File: src/rtl/btb_update.sv
// Branch target buffer update path: filters resolved branches, queues table
// writes in a small coalescing FIFO, and sweeps the table clear after reset or flush.
module btb_update (
  input  logic        CLK,
  input  logic        RST,
  input  logic        upd_valid,
  input  logic [12:0] upd_pc,
  input  logic [12:0] upd_target,
  input  logic        upd_taken,
  input  logic        upd_hit,
  input  logic        flush_req,
  output logic [10:0] w_addr,
  output logic [15:0] w_data,
  output logic        wen,
  output logic        busy,
  output logic [7:0]  drop_cnt
);

  localparam int unsigned IDX_W   = 11;
  localparam int unsigned DATA_W  = 16;
  localparam int unsigned DEPTH   = 4;
  localparam int unsigned PTR_W   = 2;
  localparam int unsigned CNT_W   = 3;
  localparam int unsigned DROP_W  = 8;

  typedef enum logic {
    SWEEP = 1'b0,
    IDLE  = 1'b1
  } state_t;

  typedef struct packed {
    logic [IDX_W-1:0]  idx;
    logic [DATA_W-1:0] data;
  } fifo_entry_t;

  state_t             state;
  state_t             state_nxt;
  logic [IDX_W-1:0]   sweep_cnt;
  fifo_entry_t        fifo [DEPTH];
  logic [PTR_W-1:0]   rd_ptr;
  logic [PTR_W-1:0]   wr_ptr;
  logic [PTR_W-1:0]   tail_ptr;
  logic [CNT_W-1:0]   count;

  logic               cand;
  logic [IDX_W-1:0]   cand_idx;
  logic [DATA_W-1:0]  cand_data;
  logic               idle_run;
  logic               pop;
  logic               coalesce;
  logic               fwd;
  logic               push;
  logic               drop;

  // Candidate filtering, entry encoding and FIFO control decisions
  always_comb begin
    cand      = upd_valid & (upd_taken | upd_hit);
    cand_idx  = upd_pc[10:0];
    cand_data = upd_taken ? {1'b1, upd_pc[12:11], upd_target} : 16'h0000;
    tail_ptr  = wr_ptr - 2'd1;
    idle_run  = (state == IDLE) && !flush_req;
    pop       = idle_run && (count != 3'd0);
    coalesce  = idle_run && cand && (count != 3'd0) && (fifo[tail_ptr].idx == cand_idx);
    // A single queued entry is also the head being drained: forward the new data
    fwd       = coalesce && (count == 3'd1);
    push      = idle_run && cand && !coalesce && ((count != CNT_W'(DEPTH)) || pop);
    drop      = idle_run && cand && !coalesce && (count == CNT_W'(DEPTH)) && !pop;
  end

  // State register
  always_ff @(posedge CLK or posedge RST) begin
    if (RST) state <= SWEEP;
    else     state <= state_nxt;
  end

  // Next-state logic
  always_comb begin
    state_nxt = state;
    case (state)
      SWEEP:   if (!flush_req && (sweep_cnt == 11'd2047)) state_nxt = IDLE;
      IDLE:    if (flush_req) state_nxt = SWEEP;
      default: state_nxt = SWEEP;
    endcase
  end

  assign busy = (state == SWEEP);

  // Sweep index: advances during SWEEP, restarts on any flush
  always_ff @(posedge CLK or posedge RST) begin
    if (RST)                   sweep_cnt <= '0;
    else if (flush_req)        sweep_cnt <= '0;
    else if (state == SWEEP)   sweep_cnt <= sweep_cnt + 11'd1;
  end

  // Table write port: sweep clears win over FIFO drain
  always_ff @(posedge CLK or posedge RST) begin
    if (RST) begin
      wen    <= 1'b0;
      w_addr <= '0;
      w_data <= '0;
    end else if (state == SWEEP) begin
      wen    <= 1'b1;
      w_addr <= sweep_cnt;
      w_data <= '0;
    end else if (pop) begin
      wen    <= 1'b1;
      w_addr <= fifo[rd_ptr].idx;
      w_data <= fwd ? cand_data : fifo[rd_ptr].data;
    end else begin
      wen    <= 1'b0;
    end
  end

  // FIFO pointers and occupancy; flush in IDLE discards pending entries
  always_ff @(posedge CLK or posedge RST) begin
    if (RST) begin
      rd_ptr <= '0;
      wr_ptr <= '0;
      count  <= '0;
    end else if ((state == IDLE) && flush_req) begin
      rd_ptr <= '0;
      wr_ptr <= '0;
      count  <= '0;
    end else begin
      if (pop)  rd_ptr <= rd_ptr + 2'd1;
      if (push) wr_ptr <= wr_ptr + 2'd1;
      count <= count + CNT_W'(push) - CNT_W'(pop);
    end
  end

  // FIFO storage: in-place coalesce or append
  always_ff @(posedge CLK) begin
    if (coalesce && !fwd) fifo[tail_ptr].data <= cand_data;
    if (push)             fifo[wr_ptr] <= '{idx: cand_idx, data: cand_data};
  end

  // Saturating count of candidates lost to a full FIFO
  always_ff @(posedge CLK or posedge RST) begin
    if (RST)                             drop_cnt <= '0;
    else if (drop && (drop_cnt != 8'hFF)) drop_cnt <= drop_cnt + DROP_W'(1);
  end

endmodule
File: config.mk
export PLATFORM = sky130hd
export DESIGN_NAME = btb_update
export DESIGN_NICKNAME = d
export VERILOG_FILES = /design/src/rtl/btb_update.sv
export SDC_FILE = /design/constraint.sdc
export NUM_CORES = 1
export LEC_CHECK = 0
export BUFFER_PORTS_ARGS = -buffer_cell sky130_fd_sc_hd__buf_2
export CAP_MARGIN = 20
export CORE_MARGIN = 1
export CORE_UTILIZATION = 50
export DETAILED_ROUTE_END_ITERATION = 10
export PLACE_DENSITY = 0.69
export RECOVER_POWER = 100
export SYNTH_ARGS = -nofsm -noshare
export SYNTH_HDL_FRONTEND = slang
export SYNTH_SLANG_ARGS = --single-unit
export TNS_END_PERCENT = 20
File: constraint.sdc
create_clock -name CLK -period 4.29 [get_ports CLK]
set_input_delay 0.2145 -clock CLK [delete_from_list [all_inputs] [get_ports CLK]]
set_output_delay 0.2145 -clock CLK [all_outputs]
set_load 0.005 [all_outputs]
* After elaboration in Yosys (flattened, before gate mapping)
Memory sizes are Yosys's and may differ from the RTL's.
Cells that the tools add are included.
** Word-level totals
- Memories :: 1
- Register bits :: 55
- Memory bits (writable) :: 108
- Logic and storage cells :: 76
** Memories
- fifo :: depth 4, width 27, read ports 2, clocked after memory_dff 0, write ports 1, line 39 : fifo_entry_t fifo [DEPTH];
** Cells by class
- Equal/unequal tests :: 8
- Bitwise gates (word level) :: 3
- $add $sub $neg :: 7
- Reduce and logical (&&, ||, !) cells :: 23
- Muxes and demuxes :: 25
** Operators by type and width (number)
- two-way mux 16 bit :: 4
- two-way mux 11 bit :: 4
- two-way mux 27 bit :: 1
- OR reduction 27 bit :: 1
- logical AND 1 bit :: 14
- two-way mux 2 bit :: 6
- adder 11 x 1 -> 11 bit (second input constant) :: 1
- equality test 11 bit :: 1
- equality test 11 bit (second input constant) :: 1
- adder 8 x 1 -> 8 bit (second input constant) :: 1
- two-way mux 1 bit :: 8
- != test 8 bit (second input constant) :: 1
- adder 2 x 1 -> 2 bit (second input constant) :: 2
- zero test 1 bit :: 4
- nonzero test 2 bit :: 2
- adder 3 x 1 -> 3 bit :: 1
- equality test 3 x 1 -> 1 bit (second input constant) :: 1
- equality test 3 bit (second input constant) :: 1
- two-way mux 3 bit :: 1
- != test 3 bit (second input constant) :: 1
- nonzero test 3 bit :: 1
- subtractor 3 x 1 -> 3 bit :: 1
- != test 2 x 1 -> 1 bit (second input constant) :: 1
- != test 2 bit (second input constant) :: 1
- other kinds (6) :: 6

* Longest topological paths before layout
- Depth after elaboration :: 12
- Mapped depth :: 16
- Gate-level depth less buffers :: 13

* Worst setup path after synthesis
OpenSTA, ideal clock, no wires.
- Path kind :: register to register
- Start :: reg wr_ptr[0]
- End :: mem fifo[2][0] (netlist bit) (enable)
- Arrival time :: 3.078 ns
- Required time :: 3.877 ns
- Stages on the path, launching flop included :: 8
- Clock period less this slack :: 3.491 ns
- Path buffers :: 1
- Setup time :: 0.413 ns
- Slack :: 0.799 ns
- Cell sequence :: dfrtp_1 -> buf_6 -> mux4_1 -> xnor2_1 -> nand4_1 -> nor3_4 -> mux2i_1 -> nor3b_1
** Between the ends
- Cells in the longest elaborated chain, start to end :: 11
- Elaborated cells on any way between the ends :: 17
** Ends and longest elaborated chain
- from (decl) :: line 41 : logic [PTR_W-1:0] wr_ptr;
- from (signal assigned) :: line 126 : if (push) wr_ptr <= wr_ptr + 2'd1;
- subtractor 2 x 1 -> 2 bit :: line 60 : tail_ptr = wr_ptr - 2'd1;
- memory read (4 x 27 bit)
- equality test 11 bit :: line 63 : coalesce = idle_run && cand && (count != 3'd0) && (fifo[tail_ptr].idx == cand_idx);
- logical AND 1 bit :: line 63
- zero test 1 bit :: line 66 : push = idle_run && cand && !coalesce && ((count != CNT_W'(DEPTH)) || pop);
- logical AND 1 bit (2 in a row) :: line 66
- two-way mux 1 bit :: line 134 : if (push) fifo[wr_ptr] <= '{idx: cand_idx, data: cand_data};
- two-way mux 1 bit (implied by the code) :: line 134
- OR reduction 27 bit (no source line)
- two-way mux 2 bit (no source line)
- to (decl) :: line 39
Parallel ways exist; a longest one is shown, timed or not.

* Worst setup path after layout
- Start :: reg wr_ptr[0]
- End :: reg count[2]
** Between the ends
- Cells in the longest elaborated chain, start to end :: 10
** Ends and longest elaborated chain
- subtractor 2 x 1 -> 2 bit :: line 60
- memory read (4 x 27 bit)
- equality test 11 bit :: line 63
- logical AND 1 bit :: line 63
- zero test 1 bit :: line 66
- logical AND 1 bit (2 in a row) :: line 66
- adder 3 x 1 -> 3 bit :: line 127 : count <= count + CNT_W'(push) - CNT_W'(pop);
- subtractor 3 x 1 -> 3 bit :: line 127
- two-way mux 3 bit :: line 120 : end else if ((state == IDLE) && flush_req) begin
- to (signal assigned) :: line 127
- to (decl) :: line 43 : logic [CNT_W-1:0] count;
Every way passes these cells.
A chain may end at the register's enable or synchronous reset.

==> results.json <==
{
  "status": "complete, but fails checks",
  "failed_checks": "capacitance limit, slew limit",
  "track_usage_pct": 20.7,
  "synth_cell_types": 44,
  "insertion_delay_ns": 0.42,
  "grt_max_degree": 56,
  "reg2reg_to": "count[2]$_DFF_PP0_",
  "startpoint": "wr_ptr[0]$_DFFE_PP0P_",
  "hold_buffers": 0,
  "numCtsBuffers": 17,
  "placed_area_sq_um": 7490,
  "layout_common_cells": "edfxtp_1, dfrtp_1, buf_2, clkbuf_1, mux4_2",
  "clock.fmax_ghz": 0.264,
  "viasPerCell": 5.61,
  "synth_seq_area_share_pct": 66.4,
  "cp_slowest_cell": "dfrtp_2",
  "drc": 0,
  "root_buffer": "clkbuf_16",
  "layout-drive-gt1-share_pct": 23.1,
  "area_growth_syn_to_layout_pct": 15.2,
  "dr.first_iter.drc_count": 289,
  "cts_tree": "yes",
  "route.met3.wl_um": 931,
  "cap_violations": 1,
  "layout.nets": 546,
  "worstRegToRegCells": 13,
  "wl_per_cell_um": 19.2,
  "vias": 3918,
  "peakVddDrop_uv": 318,
  "worstSetupEndpointType": "flip-flop",
  "tns_ns": 0,
  "dp_hpwl_um": 8850,
  "worstHoldPathType": "in2reg",
  "wl_met2_um": 6900,
  "die_area_sq_um": 14400,
  "seq_area_sq_um": 4620,
  "period_share_pct": 88.4,
  "coreArea_sq_um": 13400,
  "cts.clk_slew.worst_paths_ns": 0.06,
  "p_leak_nw": 3.05,
  "avgSynthCellArea_sq_um": 15.9,
  "rsz0062_at_grt": "false",
  "route.top_layer_used": "met4",
  "slew_viol_final": 56,
  "gp_congestion": 0.799,
  "min_period_ns": 3.79,
  "cp-start-kind": "flip-flop",
  "critPathMaxStageDelay_ns": 0.65,
  "synth_area_leader_cell": "edfxtp_1",
  "postCtsSetupBuffers": 0,
  "ant_nets": 0,
  "synth_seq_cells": 163,
  "r2r_slack_ns": 0.50,
  "crit_end": "count[2]$_DFF_PP0_",
  "yosys-top-cells-area": "edfxtp_1, dfrtp_1, mux4_2, mux2i_1, xnor2_1",
  "die_height_um": 120,
  "multi_input_area_sq_um": 2130,
  "synth_nets": 473,
  "crit_fanout": 18,
  "critPathArrivalTime_ns": 4.06,
  "antenna_found_initial": 0,
  "worstSetupPathType": "reg2reg",
  "cp_num_cells": 13,
  "power.internal_mw": 2.68,
  "routed_wl_um": 13400,
  "cp.required_ns": 4.56,
  "seqPwrFrac_pct": 51.1,
  "path_cells": "mux4_2 > xnor2_1 > nand4_1 > nor3_4 > or2_0 > ha_1 > inv_1 > ha_1 > inv_1 > fa_1 > xor2_1 > xnor2_1 > a21oi_1",
  "worst_pin_slew_ns": 2.96,
  "first_global_vias": 4110,
  "cts_sinks": 163,
  "die_w_um": 120,
  "io_buffers": 68,
  "io_pins": 69,
  "setup_viol": 0,
  "nFillCells": 1022,
  "firstDrtPassIters": 4,
  "hold_violations": 0,
  "switching_share_pct": 19.9,
  "cts_max_level": 4,
  "finClkSkew_ns": 0.0126,
  "p_switching_mw": 0.668,
  "async_flop_share_pct": 33.7,
  "wirelength_met1_um": 5400,
  "grt_pass1_wl_um": 22000,
  "path_delay_family": "simple AND/OR/NAND/NOR gates",
  "slew_headroom_pct": -97.7,
  "cts_max_path_buffers": 2,
  "gr-total-overflow": 0,
  "initial_core_util_pct": 51.9,
  "n_antenna_cell": 0,
  "power_mw": 3.35,
  "synthCells": 437,
  "synth_edf_count": 108,
  "synth_area_sq_um": 6960,
  "yosysTopAreaCellShare_pct": 46.6,
  "critPathBufInv": 2,
  "yosysWarningCount": 0,
  "r2r_start": "wr_ptr[0]$_DFFE_PP0P_",
  "power.clock.fraction_pct": 45.3,
  "min_path_cells": 1,
  "final_common_cell": "edfxtp_1",
  "rows": 42,
  "synthFlopType": "edfxtp_1",
  "powerDensity_nw_per_um2": 418,
  "power.share.combinational_pct": 3.7,
  "fin_area_sq_um": 8010
}
-- registers in the layout (all words and copies together), names as in the netlist --
signal	cells
count	3
drop_cnt	8
fifo	108
rd_ptr	2
state	1
sweep_cnt	11
w_addr	11
w_data	16
wen	1
wr_ptr	2
-- area by class of cell --
type	count	share of cell area, %
clock buffer	24	6.28
inverter	16	0.750
multi-input combinational	229	26.6
clock inverter	8	1.25
timing repair buffer	83	4.68
sequential	163	57.7
tap	176	2.75
-- worst min-delay path by stage --
stage | startpoint | endpoint | slack [ns]
2_1_floorplan | flush_req | state$_DFF_PP0_ | 0.28
3_3_place_gp | drop_cnt[7]$_DFFE_PP0P_ | drop_cnt[7]$_DFFE_PP0P_ | 0.36
3_5_place_dp | drop_cnt[2]$_DFFE_PP0P_ | drop_cnt[2]$_DFFE_PP0P_ | 0.36
4_1_cts | RST | w_data[5]$_DFFE_PP0P_ | 0.02
5_1_grt | upd_pc[8] | fifo[2][24]$_DFFE_PP_ | 0.12
6_report | upd_pc[8] | fifo[2][24]$_DFFE_PP_ | 0.12
-- logic make-up after synthesis --
group	share of synthesized area, %
DFF	66.4
xor gates and xnor gates	2.99
AOI/OAI and AO/OA	4.46
buffers and inverters	2.84
adders and majority gates	0.828
muxes	14.9
and+or+nand+nor	7.52
-- layer usage --
layer	global-route usage, %	vias up
met1	27.5	1991
met5	0	-
met4	6.95	0
met3	5.23	13
met2	33.2	111
li1	-	1803
-- power by group through the flow --
stage	clock network (mW)	registers (mW)	logic, mW
after floorplan	0	1.73	0.0940
after global placement	0	1.74	0.125
after detailed placement	0	1.74	0.130
after CTS	1.55	1.71	0.130
after global routing	1.61	1.71	0.138
final	1.52	1.71	0.123
-- per-stage QoR --
stage | utilization (%) | cells | hold slack (ns) | setup WS [ns]
after floorplan | - | 437 | 0.278 | 0.799
after global placement | 55.9 | 666 | 0.360 | 0.449
after detailed placement | 55.9 | 666 | 0.360 | 0.230
after CTS | 60.4 | 698 | 0.0164 | 0.228
after global routing | 59.8 | 699 | 0.120 | 0.186
final | 59.8 | 699 | 0.121 | 0.496
-- what timing repair did --
item	4_1_cts	5_1_grt
gates resized for setup	0	1
endpoints found under the setup margin	0	1
endpoints found under the hold margin	0	0
-- synthesized netlist by cell type, types with 5 or more instances --
cell type	n
xor2_1	7
xnor2_1	13
nor2b_1	5
clkbuf_1	23
o21ai_0	18
inv_1	16
nor2_1	17
dfrtp_1	55
nand3_1	5
mux2i_1	18
o21ai_1	10
and2_1	17
edfxtp_1	108
a21oi_1	5
nand2_1	28
mux4_2	37
nand4_1	6
a22oi_1	7
No activity file was read; power rests on OpenSTA's default activity.
